==> config.mk <==
export PLATFORM = sky130hd
export DESIGN_NAME = cmd_frame_tx
export DESIGN_NICKNAME = d
export VERILOG_FILES = /design/src/rtl/cmd_frame_tx.sv
export SDC_FILE = /design/constraint.sdc
export NUM_CORES = 1
export LEC_CHECK = 0
export ABC_CLOCK_PERIOD_IN_PS = 2700
export CELL_PAD_IN_SITES_DETAIL_PLACEMENT = 0
export CELL_PAD_IN_SITES_GLOBAL_PLACEMENT = 1
export CORE_MARGIN = 5
export CORE_UTILIZATION = 39
export DETAILED_ROUTE_END_ITERATION = 10
export PLACE_DENSITY_LB_ADDON = 0.1
export SYNTH_ARGS = -nofsm -noshare
export SYNTH_HDL_FRONTEND = slang
export SYNTH_SLANG_ARGS = --single-unit
==> constraint.sdc <==
create_clock -name clk -period 2.7 [get_ports clk]
set_input_delay 0.675 -clock clk [delete_from_list [all_inputs] [get_ports clk]]
set_output_delay 0.675 -clock clk [all_outputs]
set_load 0.005 [all_outputs]
==> src/rtl/cmd_frame_tx.sv <==
// Command frame encoder: EB 90 SEQ ADDR CMD CHK 09 D7 pushed byte by byte into the UART TX FIFO.
// Optional sequence counter enabled by defining CMD_TX_SEQ_EN (default: SEQ byte fixed at 8'h00).
`ifndef UART_FIFO_COUNTER_W
`define UART_FIFO_COUNTER_W 5
`endif

module cmd_frame_tx #(
  parameter int unsigned TX_FIFO_DEPTH = 16,
  parameter int unsigned PUSH_GAP      = 3
) (
  input  logic                            clk,
  input  logic                            rst,
  input  logic                            req_valid,
  output logic                            req_ready,
  input  logic [7:0]                      req_addr,
  input  logic [7:0]                      req_cmd,
  input  logic [`UART_FIFO_COUNTER_W-1:0] tf_counter,
  output logic                            tf_push,
  output logic [7:0]                      tdr,
  output logic                            busy,
  output logic                            done,
  output logic [7:0]                      seq_num
);

  typedef enum logic [2:0] {
    S_IDLE,
    S_WAIT_SPACE,
    S_PUSH,
    S_GAP,
    S_DONE
  } state_t;

  state_t      state_q, state_d;
  logic [2:0]  idx_q, idx_d;
  logic [3:0]  gap_q, gap_d;
  logic [7:0]  addr_q, addr_d;
  logic [7:0]  cmd_q, cmd_d;
  logic [7:0]  chk_q, chk_d;
  logic        req_ready_q, req_ready_d;
  logic        tf_push_q, tf_push_d;
  logic [7:0]  tdr_q, tdr_d;
  logic        busy_q, busy_d;
  logic        done_q, done_d;
  logic [7:0]  seq_val;
  logic [7:0]  cur_byte;
  logic        space_ok;

`ifdef CMD_TX_SEQ_EN
  logic [7:0] seq_q, seq_d;
  assign seq_val = seq_q;
`else
  assign seq_val = 8'h00;
`endif

  // seq_val only changes on entry to DONE, so byte 2 is read live rather than latched.
  always_comb begin
    cur_byte = 8'h00;
    case (idx_q)
      3'd0:    cur_byte = 8'hEB;
      3'd1:    cur_byte = 8'h90;
      3'd2:    cur_byte = seq_val;
      3'd3:    cur_byte = addr_q;
      3'd4:    cur_byte = cmd_q;
      3'd5:    cur_byte = chk_q;
      3'd6:    cur_byte = 8'h09;
      default: cur_byte = 8'hD7;
    endcase
  end

  assign space_ok = (32'(tf_counter) + 32'd8) <= TX_FIFO_DEPTH;

  always_comb begin
    state_d   = state_q;
    idx_d     = idx_q;
    gap_d     = gap_q;
    addr_d    = addr_q;
    cmd_d     = cmd_q;
    chk_d     = chk_q;
    tdr_d     = tdr_q;
    tf_push_d = 1'b0;
`ifdef CMD_TX_SEQ_EN
    seq_d     = seq_q;
`endif
    case (state_q)
      S_IDLE: begin
        if (req_valid && req_ready_q) begin
          addr_d  = req_addr;
          cmd_d   = req_cmd;
          chk_d   = 8'h00 - (seq_val + req_addr + req_cmd);
          idx_d   = '0;
          state_d = S_WAIT_SPACE;
        end
      end
      S_WAIT_SPACE: begin
        if (space_ok) state_d = S_PUSH;
      end
      S_PUSH: begin
        tf_push_d = 1'b1;
        tdr_d     = cur_byte;
        gap_d     = '0;
        state_d   = S_GAP;
      end
      S_GAP: begin
        if (gap_q == 4'(PUSH_GAP - 1)) begin
          if (idx_q == 3'd7) begin
            state_d = S_DONE;
`ifdef CMD_TX_SEQ_EN
            seq_d   = seq_q + 8'd1;
`endif
          end else begin
            idx_d   = idx_q + 3'd1;
            state_d = S_PUSH;
          end
        end else begin
          gap_d = gap_q + 4'd1;
        end
      end
      default: state_d = S_IDLE;
    endcase
    // Outputs are registered from the next state so they line up with the state they describe.
    req_ready_d = (state_d == S_IDLE);
    busy_d      = (state_d == S_WAIT_SPACE) || (state_d == S_PUSH) || (state_d == S_GAP);
    done_d      = (state_d == S_DONE);
  end

  always_ff @(posedge clk) begin
    if (rst) begin
      state_q     <= S_IDLE;
      idx_q       <= '0;
      gap_q       <= '0;
      addr_q      <= '0;
      cmd_q       <= '0;
      chk_q       <= '0;
      req_ready_q <= 1'b0;
      tf_push_q   <= 1'b0;
      tdr_q       <= '0;
      busy_q      <= 1'b0;
      done_q      <= 1'b0;
`ifdef CMD_TX_SEQ_EN
      seq_q       <= '0;
`endif
    end else begin
      state_q     <= state_d;
      idx_q       <= idx_d;
      gap_q       <= gap_d;
      addr_q      <= addr_d;
      cmd_q       <= cmd_d;
      chk_q       <= chk_d;
      req_ready_q <= req_ready_d;
      tf_push_q   <= tf_push_d;
      tdr_q       <= tdr_d;
      busy_q      <= busy_d;
      done_q      <= done_d;
`ifdef CMD_TX_SEQ_EN
      seq_q       <= seq_d;
`endif
    end
  end

  assign req_ready = req_ready_q;
  assign tf_push   = tf_push_q;
  assign tdr       = tdr_q;
  assign busy      = busy_q;
  assign done      = done_q;
  assign seq_num   = seq_val;

endmodule

### Yosys cells after proc, flatten, opt, wreduce, memory -nomap -nowiden

Index checks and enable logic that the tools add are counted.

* flip-flop bits (word level): 46
* logic and storage cells: 60
* output and inout bits: 20

* magnitude comparators: 1
* add/sub/neg operators: 5
* multiplexer cells: 13
* reduce and logical (&&, ||, !) cells: 11
* equality and inequality tests: 19

Operators by type and width (count)
* $pmux 8 s7: 1
* $mux 3: 7
* $eq 3x2->1 const B: 6
* $eq 3x3->1 const B: 5
* $pmux 3 s4: 1
* $eq 3x1->1 const B: 3
* $logic_not 3->1: 3
* $add 8x8->8: 1
* $ne 2x2->1 const B: 4
* $pmux 4 s2: 1
* $sub 1x8->8 const A: 1
* $add 5x4->6 const B: 1
* $le 6x5->1 const B: 1
* $pmux 3 s2: 1
* $add 4x1->4 const B: 1
* $eq 4x2->1 const B: 1
* $mux 4: 1
* $reduce_and 2->1: 2
* $reduce_and 4->1: 1
* $reduce_bool 2->1: 2
* $add 3x1->3 const B: 1
* $logic_or 1x1->1: 2
* $logic_and 1x1->1: 1
* $mux 1: 1

### Logic depth before layout (Yosys ltp)

Gate-level depths: netlist (run 1).

* depth after elaboration: 7
* depth in mapped cells: 9
* gate-level depth less buffers: 9

### Least setup slack after synthesis (run 1)

No wires, ideal clock.

* path type: input to register
* from: in req_addr[1]
* to: reg chk_q[7]
* setup slack: 0.366 ns
* data required time: 2.580 ns
* arrival: 2.214 ns
* stages on the path: 9
* cell sequence: ha_1 inv_1 ha_1 inv_1 fa_1 nor2b_1 o31a_1 o21ai_0 a211o_1

* cells in the longest elaborated chain, start to end: 2

Ends and longest elaborated chain
* start: declaration: line 15 `input logic [7:0] req_addr,`
* $add 8x8->8: line 89 `chk_d = 8'h00 - (seq_val + req_addr + req_cmd);`
* $sub 1x8->8: line 89
* end signal: assignment: line 148 `chk_q <= chk_d;`
* end: declaration: line 38 `logic [7:0] chk_q, chk_d;`

Every way passes these cells.
A chain may end at the register's enable or synchronous reset.

### Worst setup path in the final report (run 1)

Ends and elaborated chain as after synthesis.

==> key figures, run 1 <==
Timing
  • Min cycle time layout: 2.55 ns
  • Rel. slew slack: 62.2%
  • Fin. Hold Viols: 0
  • Final Max Tran Viols: 0
  • Max Clk Rate: 0.393 GHz
  • Unrepaired setup endpoints after global routing: no
  • Tcrit/Tclk final: 94.4%
  • Tightest Pin Transition: approximately 0.56 ns
  • Skew final: 0.0113 ns
  • Hold Worst Slack: between 0.4 and 0.5 ns
  • Setup violators final: 0

Layout
  • Fin util: a little under 50%
  • Commonest non-fill, non-tap cells in the layout: nand2_1, dfxtp_1, clkdlybuf4s50_1
  • Final instance area: 3020 µm²
  • Nets@finish: 380
  • Area grow syn2layout: 21.0%
  • Layout cells sized above 1: 8.38%
  • Antenna cells: 0

Die
  • Die Area: 8100 µm²
  • Starting Density: 39.8%
  • I/O pin count: 44
  • Num rows: 29
  • CORE AREA: 6280 µm²
  • Die W: 90 µm
  • Die Y: 90 µm

Pwr
  • Switching fraction of total power: 28.6%
  • Total Power: approximately 0.0015 W
  • Leak: 1.23 nW
  • Clock share of power: 28.6%
  • Combinational power share: 20.9%
  • Internal power: roughly 0.0011 W
  • Peak supply drop: 0.000264 V
  • Switch Pwr: 0.000425 W
  • Cell Pwr Density: about 500 nW/µm²
  • Sequential power share: 50.5%

CTS
  • Post-CTS Hold Buffers: 0
  • Number of buffers created by CTS: 5
  • Worst skew pair latency: ~0.30 ns
  • CTS tree: done
  • Clock Path Buffers: 2
  • PostCTS Resize Cnt: 0
  • Clk sink count: 46
  • CTS Root Cell: clkbuf_8
  • Clock-pin slew on the worst setup and hold paths: 0.09 ns
  • Post-CTS Setup Inserts: 0
  • CTS H-tree lvls: 2

Worst setup path
  • Critical Path End Type: register
  • R2r setup slk: 0.59 ns
  • CP arrival: 2.74 ns
  • Worst Path Max Fanout: 3
  • Worst EP required: 2.89 ns
  • R2R Path End: tdr[6]
  • Crit path kind: primary input to register
  • R2R depth: 5
  • R2r startpoint: idx_q[2]
  • Critical path launch point type: primary input

Routing
  • Residual DRC count: 0
  • Routed Antenna Nets: 0
  • Post-DR wirelength/cell: 14.4 µm
  • Vias: 2083
  • Drt pass-1 iters: 4
  • Detailed Route Iter0 Violations: 101
  • Via density: 5.07
  • Drt total wl: between 5000 and 6000 µm

Synth
  • Compound-Gate Fraction of Synth Area: 19.6%
  • Largest family of logic cells by synthesized area: simple AND/OR/NAND/NOR gates
  • Syn Std Cell Area: 2500 µm²
  • Dominant cell type by area after synthesis: dfxtp_1
  • Share of the synthesized area in the top cell type: 36.9%
  • Synthesis-stage register bit count: 46
  • Synthesis warning total: 0
  • Primary FF master, synth: dfxtp_1
  • Number of synthesized flops with an enable pin: 0
  • Syn Inst Count: 294
  • Mux cell area share after synthesis: 0.852%
  • Syn_area_per_cell: 8.49 µm²
  • Synth unique cells: 55
  • Synth async-reset ratio: 0%
  • Adder-Cell Fraction of Synth Area: 11.8%
  • Synth area leaders: dfxtp_1, ha_1, nand2_1
  • Sequential fraction of the synthesis area: 36.9%
  • Synth Area in Simple Gates: 20.8%
  • Post-Synth XOR/XNOR Area: between 1.5 and 2%

Hold path
  • Hold Path Cell Cnt: 2
  • Hold EP: cmd_q[3]
  • Hold Path Class: register to register
  • Hold Crit Start: cmd_q[3]

Global route
  • Vias in the first global route: about 2000
  • Total track usage: between 10% and 20%
  • Initial antenna violation count: 0
  • Largest net degree at the start of global routing: 34
  • First-pass GRT wire length: 9850 µm
  • Total gr overflow: 0

Place
  • IO Port Bufs: 35
  • Routability cong.: 0.761
  • Dpl hpwl: between 4000 and 5000 µm
  • Dpl cell area: 2930 µm²

Run
  • # Max-Cap Violations: 0

Outcome
  • Status: complete, no violations
[state kept, by name (all words and copies together), names as in the netlist]
signal and flops:
addr_q 8, busy 1, chk_q 8, cmd_q 8, done 1, gap_q 4
idx_q 3, req_ready 1, state_q 3, tdr 8, tf_push 1
[synth_stat cells (3+ instances only)]
cell	instances
buf_2	5
a211o_1	5
clkbuf_1	6
nand3_1	7
o21ai_0	9
a21oi_1	31
dfxtp_1	46
ha_1	22
inv_1	22
nor2_1	20
nor3_1	6
a211oi_1	5
buf_4	8
nand2b_1	3
nand2_1	46
a21o_1	4
a222oi_1	3
[worst max path at each step]
stage,start,endpoint,slack (ns),cells after the start
after floorplan,req_addr[1],chk_q[7],0.37,9
after global placement,req_addr[2],chk_q[6],-0.12,8
after detailed placement,req_addr[2],chk_q[6],-0.16,8
after CTS,req_addr[1],chk_q[7],0.15,10
after global routing,req_addr[1],chk_q[7],0.05,10
final,req_addr[1],chk_q[7],0.15,10
[power by group through the flow]
stage | clock network (W) | logic (W) | registers (W)
2_1_floorplan | 0 | 0.000199 | 0.000758
3_3_place_gp | 0 | 0.000311 | 0.000767
3_5_place_dp | 0 | 0.000311 | 0.000767
4_1_cts | 0.000440 | 0.000312 | 0.000751
5_1_grt | 0.000468 | 0.000348 | 0.000757
6_report | 0.000426 | 0.000310 | 0.000751
[routing by layer]
layer	global-route usage, %	routed length, µm	vias up
met5	0	0	-
met3	3.09	302	5
li1	-	-	1085
met2	22.3	2610	39
met4	3.35	45	0
met1	21.0	2960	954
[final cells by class]
type / count / area (µm²)
clock buffer: 5 / 68.8
clock inverter: 3 / 21.3
fill: 635 / 3260
inverter: 22 / 82.6
multi-input combinational: 212 / 1400
sequential: 46 / 921
tap: 77 / 96.3
timing repair buffer: 46 / 433
[per-stage QoR]
step	setup WS [ns]	std cells	TNS (ns)
2_1_floorplan	0.366	301	0
3_3_place_gp	-0.118	403	-0.303
3_5_place_dp	-0.156	403	-0.391
4_1_cts	0.150	411	0
5_1_grt	0.0490	411	0
6_report	0.152	411	0
[cell families (layout without fill, tap and decap cells)]
| logic type | Yosys count | in the layout |
|---|---|---|
| buffers and inverters | 43 | 76 |
| other | 1 | 8 |
| muxes | 2 | 2 |
| xor gates and xnor gates | 3 | 3 |
| adders and majority gates | 23 | 23 |
| DFF | 46 | 46 |
| AOI/OAI and AO/OA | 73 | 73 |
| and+or+nand+nor | 103 | 103 |
[worst max-delay path, stage by stage]
cell,delay [ns]
clkdlybuf4s50_1,0.42
ha_1,0.29
inv_1,0.06
ha_1,0.17
inv_1,0.06
fa_1,0.38
nor2b_1,0.16
o31a_1,0.18
o21ai_0,0.10
a211o_1,0.25
No activity file was read; power rests on OpenSTA's default activity.
==> run 2: changes to the inputs <==
--- a/config.mk
+++ b/config.mk
@@ -5,11 +5,12 @@
 export SDC_FILE = /design/constraint.sdc
 export NUM_CORES = 1
 export LEC_CHECK = 0
+export ABC_AREA = 1
 export ABC_CLOCK_PERIOD_IN_PS = 2700
 export CELL_PAD_IN_SITES_DETAIL_PLACEMENT = 0
 export CELL_PAD_IN_SITES_GLOBAL_PLACEMENT = 1
 export CORE_MARGIN = 5
-export CORE_UTILIZATION = 39
+export CORE_UTILIZATION = 38
 export DETAILED_ROUTE_END_ITERATION = 10
 export PLACE_DENSITY_LB_ADDON = 0.1
 export SYNTH_ARGS = -nofsm -noshare
==> constraint.sdc (replaced) <==
create_clock -name clk -period 2.7 [get_ports clk]
set_input_delay 0.405 -clock clk [delete_from_list [all_inputs] [get_ports clk]]
set_output_delay 0.405 -clock clk [all_outputs]
set_load 0.005 [all_outputs]
==> key figures, run 2 <==
Timing
  • Final Max Tran Viols: 0
  • Min cycle time layout: 2.12 ns
  • Setup violators final: 0
  • Tcrit/Tclk final: between 70% and 80%
  • Fin. Hold Viols: 0
  • Max Clk Rate: about 0.47 GHz
  • Skew final: 0.00363 ns
  • Setup TNS: 0 ns
  • Unrepaired setup endpoints after global routing: no

Synth
  • Dominant cell type by area after synthesis: dfxtp_1
  • Commonest cells post-synth: nand2_1, inv_1, dfxtp_1
  • Synth async-reset ratio: 0%
  • Synthesis-stage register bit count: 46
  • Synth area leaders: dfxtp_1, ha_1, nand2_1
  • Most numerous cell in the Yosys netlist: nand2_1
  • Syn_area_per_cell: 7.36 µm²
  • Share of the synthesized area in the top cell type: 36.5%
  • Syn Inst Count: 343
  • Syn Std Cell Area: roughly 2500 µm²
  • Synthesis warning total: 0
  • Primary FF master, synth: dfxtp_1
  • Number of synthesized flops with an enable pin: 0
  • Synth unique cells: 31
  • Sequential fraction of the synthesis area: 36.5%

Global route
  • First-pass GRT wire length: 10400 µm
  • Largest net degree at the start of global routing: 44
  • Vias in the first global route: around 2200
  • Total gr overflow: 0
  • Initial antenna violation count: 0
  • Total track usage: 15.3%

Worst setup path
  • CP cell instances: clkdlybuf4s50_1 > ha_1 > inv_1 > ha_1 > inv_1 > fa_1 > inv_1 > nand3_1 > a21oi_1 > nand3b_1 > nand2_1 > inv_1
  • Slowest-stage cell, CP: clkdlybuf4s50_1
  • Critical path launch point type: primary input
  • WP buf/inv: 5
  • Delay of the slowest critical-path stage: 0.43 ns
  • Critical Path End Type: register
  • Worst EP required: 2.94 ns
  • Worst Path Max Fanout: 3
  • Crit path kind: primary input to register
  • Most frequent CP cell: inv_1
  • CP arrival: 2.37 ns
  • Cell family with most CP delay: adder cells

Die
  • Num rows: 29
  • I/O pin count: 44
  • Die Area: 8380 µm²
  • Die W: 91.5 µm
  • Die Y: 91.5 µm
  • Starting Density: 39.3%
  • CORE AREA: 6420 µm²

CTS
  • Clk sink count: 46
  • Worst skew pair latency: between 0.2 and 0.3 ns
  • Clock-pin slew on the worst setup and hold paths: around 0.080 ns
  • CTS tree: done
  • Post-CTS Setup Inserts: 0
  • Post-CTS Hold Buffers: 0
  • Number of buffers created by CTS: 5
  • CTS H-tree lvls: 2
  • PostCTS Resize Cnt: 0
  • CTS Root Cell: clkbuf_8
  • Clock Path Buffers: 2

Routing
  • Met3 WL: 340 µm
  • Residual DRC count: 0
  • WL met1: approximately 2700 µm
  • Post-DR wirelength/cell: 12.8 µm
  • Drt pass-1 iters: 4
  • Via density: 4.83
  • Vias: 2204
  • WL met2: 2670 µm
  • Max layer used: met4
  • Detailed Route Iter0 Violations: 95
  • Drt total wl: 5850 µm
  • Routed Antenna Nets: 0

Layout
  • Commonest non-fill, non-tap cells in the layout: nand2_1, inv_1, dfxtp_1
  • Fillers: roughly 650
  • Commonest non-fill, non-tap cell in the layout: nand2_1
  • Nets@finish: 425
  • Layout cells sized above 1: 5.80%
  • Fin util: 47.0%
  • Multi-input logic area: 1320 µm²
  • Area grow syn2layout: 19.5%
  • Antenna cells: 0
  • Register area: about 920 µm²

Hold path
  • Hold Path Class: register to register

Pwr
  • Leak: 1.39 nW
  • Cell Pwr Density: 569 nW/µm²
  • Clock share of power: 25.3%
  • Peak supply drop: 0.000246 V
  • Switching fraction of total power: 31.1%
  • Total Power: 0.00172 W
  • Internal power: between 0.001 and 0.0015 W
  • Combinational power share: 25.7%
  • Sequential power share: 48.9%
  • Switch Pwr: 0.000534 W

Place
  • IO Port Bufs: 35
  • Routability cong.: 0.788
  • Dpl hpwl: 4360 µm

Run
  • # Max-Cap Violations: 0

Outcome
  • Status: complete, no violations
[run 2: cell count changes after synthesis, moves of 4 or more]
| cell | change |
|---|---|
| a211o_1 | -5 |
| a41oi_1 | +4 |
| a211oi_1 | -4 |
| nor2_1 | +8 |
| o21ai_0 | +26 |
| inv_1 | +28 |
| nand3_1 | +14 |
| nor3_1 | -4 |
| a21o_1 | -4 |
| nand2_1 | +14 |
[run 2: final cells by class]
type | instances | area share, %
multi-input combinational | 232 | 43.9
sequential | 46 | 30.5
timing repair buffer | 39 | 12.6
inverter | 54 | 6.80
tap | 77 | 3.19
clock buffer | 7 | 2.86
clock inverter | 1 | 0.166
[run 2: routing by layer]
| metal | GRT usage, % | vias to the layer above |
|---|---|---|
| met5 | 0 | - |
| met4 | 5.03 | 0 |
| met3 | 3.14 | 9 |
| met2 | 25.3 | 52 |
| met1 | 19.9 | 983 |
| li1 | - | 1160 |
[run 2: metrics by stage]
stage	hold WS, ns	std cells	setup WS, ns	instance area [µm²]
global placement	0.440	448	0.303	2930
detailed placement	0.444	448	0.289	2930
floorplan	0.420	350	0.863	2550
CTS	0.457	456	0.588	3020
finish	0.452	456	0.578	3020
global route	0.476	456	0.423	3020
[run 2: power by group through the flow]
stage	combinational, W	clock (W)	sequential (W)
2_1_floorplan	0.000298	0	0.000844
3_3_place_gp	0.000446	0	0.000857
3_5_place_dp	0.000447	0	0.000856
4_1_cts	0.000451	0.000456	0.000841
5_1_grt	0.000516	0.000492	0.000853
6_report	0.000442	0.000435	0.000839
[run 2: worst register-to-register path, stage by stage (launching register included)]
cell,delay (ns)
dfxtp_1,0.41
inv_1,0.27
ha_1,0.47
nor2_1,0.07
nand2_1,0.08
nand2_1,0.06
inv_2,0.17
a41oi_1,0.13
[run 2: path summary, 6_finish.rpt]
path                                   from       end  slack, ns  cells after the start
worst max-delay path            req_addr[1]  chk_q[5]       0.58                     12
worst min register to register     chk_q[1]  chk_q[1]       0.45                      2
worst min-delay path               chk_q[1]  chk_q[1]       0.45                      2
worst max register to register     idx_q[2]    tdr[1]       0.92                      7
[run 2: logic make-up (layout without fill, tap and decap cells)]
kind of cell | count (synthesis) | count (layout) | share of synthesized area [%]
xor gates and xnor gates | 2 | 2 | 0.694
and+or+nand+nor | 121 | 121 | 22.1
buffers and inverters | 72 | 101 | 12.2
adders and majority gates | 23 | 23 | 11.7
AOI/OAI and AO/OA | 78 | 78 | 16.7
other | 1 | 8 | 0.148
DFF | 46 | 46 | 36.5
==> run 3: changes to the inputs <==
--- a/config.mk
+++ b/config.mk
@@ -6,7 +6,7 @@
 export NUM_CORES = 1
 export LEC_CHECK = 0
 export ABC_AREA = 1
-export ABC_CLOCK_PERIOD_IN_PS = 2700
+export ABC_CLOCK_PERIOD_IN_PS = 2200
 export CELL_PAD_IN_SITES_DETAIL_PLACEMENT = 0
 export CELL_PAD_IN_SITES_GLOBAL_PLACEMENT = 1
 export CORE_MARGIN = 5
==> constraint.sdc (replaced) <==
create_clock -name clk -period 2.2 [get_ports clk]
set_input_delay 0.33 -clock clk [delete_from_list [all_inputs] [get_ports clk]]
set_output_delay 0.33 -clock clk [all_outputs]
set_load 0.005 [all_outputs]
==> key figures, run 3 (same netlist as run 2, synthesis figures left out) <==
Die
  • Die W: 91.5 µm
  • Die Area: 8380 µm²
  • Num rows: 29
  • Starting Density: 39.3%
  • I/O pin count: 44
  • CORE AREA: 6420 µm²
  • Die Y: 91.5 µm

Routing
  • Post-DR wirelength/cell: 12.5 µm
  • Routed Antenna Nets: 0
  • Drt pass-1 iters: 4
  • Drt total wl: about 5800 µm
  • Vias: 2163
  • Detailed Route Iter0 Violations: approximately 100
  • Residual DRC count: 0
  • Via density: 4.68

Timing
  • Fin. Hold Viols: 0
  • Unrepaired setup endpoints after global routing: no
  • Skew final: 0.00503 ns
  • Final Max Tran Viols: 0
  • Min cycle time layout: ~2.0 ns
  • Setup TNS: 0 ns
  • Max Clk Rate: about 0.5 GHz
  • Tcrit/Tclk final: 91.0%
  • Setup violators final: 0

Worst setup path
  • Crit path kind: primary input to register
  • Worst EP required: 2.45 ns
  • Worst Path Max Fanout: 2
  • Critical path launch point type: primary input
  • Critical Path End Type: register
  • CP arrival: 2.25 ns
  • R2R depth: 8

CTS
  • Worst skew pair latency: approximately 0.3 ns
  • Number of buffers created by CTS: 5
  • Post-CTS Hold Buffers: 0
  • CTS Root Cell: clkbuf_8
  • Clk sink count: 46
  • PostCTS Resize Cnt: 0
  • CTS H-tree lvls: 2
  • Clock Path Buffers: 2
  • CTS tree: done
  • Clock-pin slew on the worst setup and hold paths: 0.08 ns
  • Post-CTS Setup Inserts: 0

Hold path
  • Hold Path Class: register to register
  • Hold Path Cell Cnt: 2

Global route
  • First-pass GRT wire length: between 10000 and 15000 µm
  • Initial antenna violation count: 0
  • Total gr overflow: 0
  • Largest net degree at the start of global routing: 44
  • Total track usage: 15.0%
  • Vias in the first global route: between 2000 and 2500

Place
  • IO Port Bufs: 35
  • Dpl cell area: 2980 µm²
  • Dpl cells: around 450
  • Dpl hpwl: around 4300 µm
  • Routability cong.: 0.765

Layout
  • Antenna cells: 0
  • Nets@finish: 431
  • Area grow syn2layout: 22.4%
  • Commonest non-fill, non-tap cell in the layout: nand2_1
  • Non-filler instance count after layout: 462
  • Commonest non-fill, non-tap cells in the layout: nand2_1, inv_1, dfxtp_1
  • Layout cells sized above 1: 7.53%
  • Final instance area: 3090 µm²

Outcome
  • Status: complete, no violations

Pwr
  • Cell Pwr Density: 716 nW/µm²
  • Leak: 1.43 nW
  • Total Power: around 0.0022 W
  • Peak supply drop: 0.000341 V

Run
  • # Max-Cap Violations: 0
==> run 3: path summary, 6_finish.rpt <==
| path | from | to | slack (ns) |
|---|---|---|---|
| setup reg to reg | idx_q[1] | tdr[3] | 0.56 |
| hold reg to reg | cmd_q[1] | cmd_q[1] | 0.45 |
| hold / removal | cmd_q[1] | cmd_q[1] | 0.45 |
| setup / recovery | req_addr[1] | chk_q[5] | 0.20 |
==> run 3: area by class of cell <==
cell class	instances	area, µm²
Timing Repair Buffer	45	438
Clock inverter	3	40.0
Sequential cell	46	921
Inverter	54	205
Multi-Input combinational cell	232	1320
Tap cell	77	96.3
Clock buffer	5	68.8
Fill cell	673	3330
==> run 3: power breakdown <==
group | switching (W) | internal (W)
Clock | 0.000288 | 0.000335
Sequential | 0.0000753 | 0.000957
Combinational | 0.000304 | 0.000257
Total | 0.000668 | 0.00155
==> run 3: critical path, stage by stage <==
cell and delay, ns:
clkdlybuf4s50_1 0.42, ha_1 0.29, inv_1 0.06, ha_1 0.18, inv_1 0.06, fa_1 0.41
inv_1 0.09, nand3_1 0.08, a21oi_1 0.13, nand3b_1 0.11, nand2_1 0.05, inv_1 0.04
==> run 3: per-layer routing <==
layer	share of wire (%)	wire length (µm)	track usage [%]
met3	5.5	316	3.97
met1	49	2820	18.8
met2	44	2560	25.3
met4	1.1	63	4.27
met5	0	0	0
==> run 3: stage by stage <==
stage / hold WS [ns] / utilization [%] / setup WS [ns]
global route: 0.488 / 48.2 / 0.0715
CTS: 0.458 / 48.2 / 0.191
detailed placement: 0.441 / 46.5 / -0.119
floorplan: 0.420 / - / 0.438
finish: 0.451 / 48.2 / 0.198
global placement: 0.440 / 46.5 / -0.0947
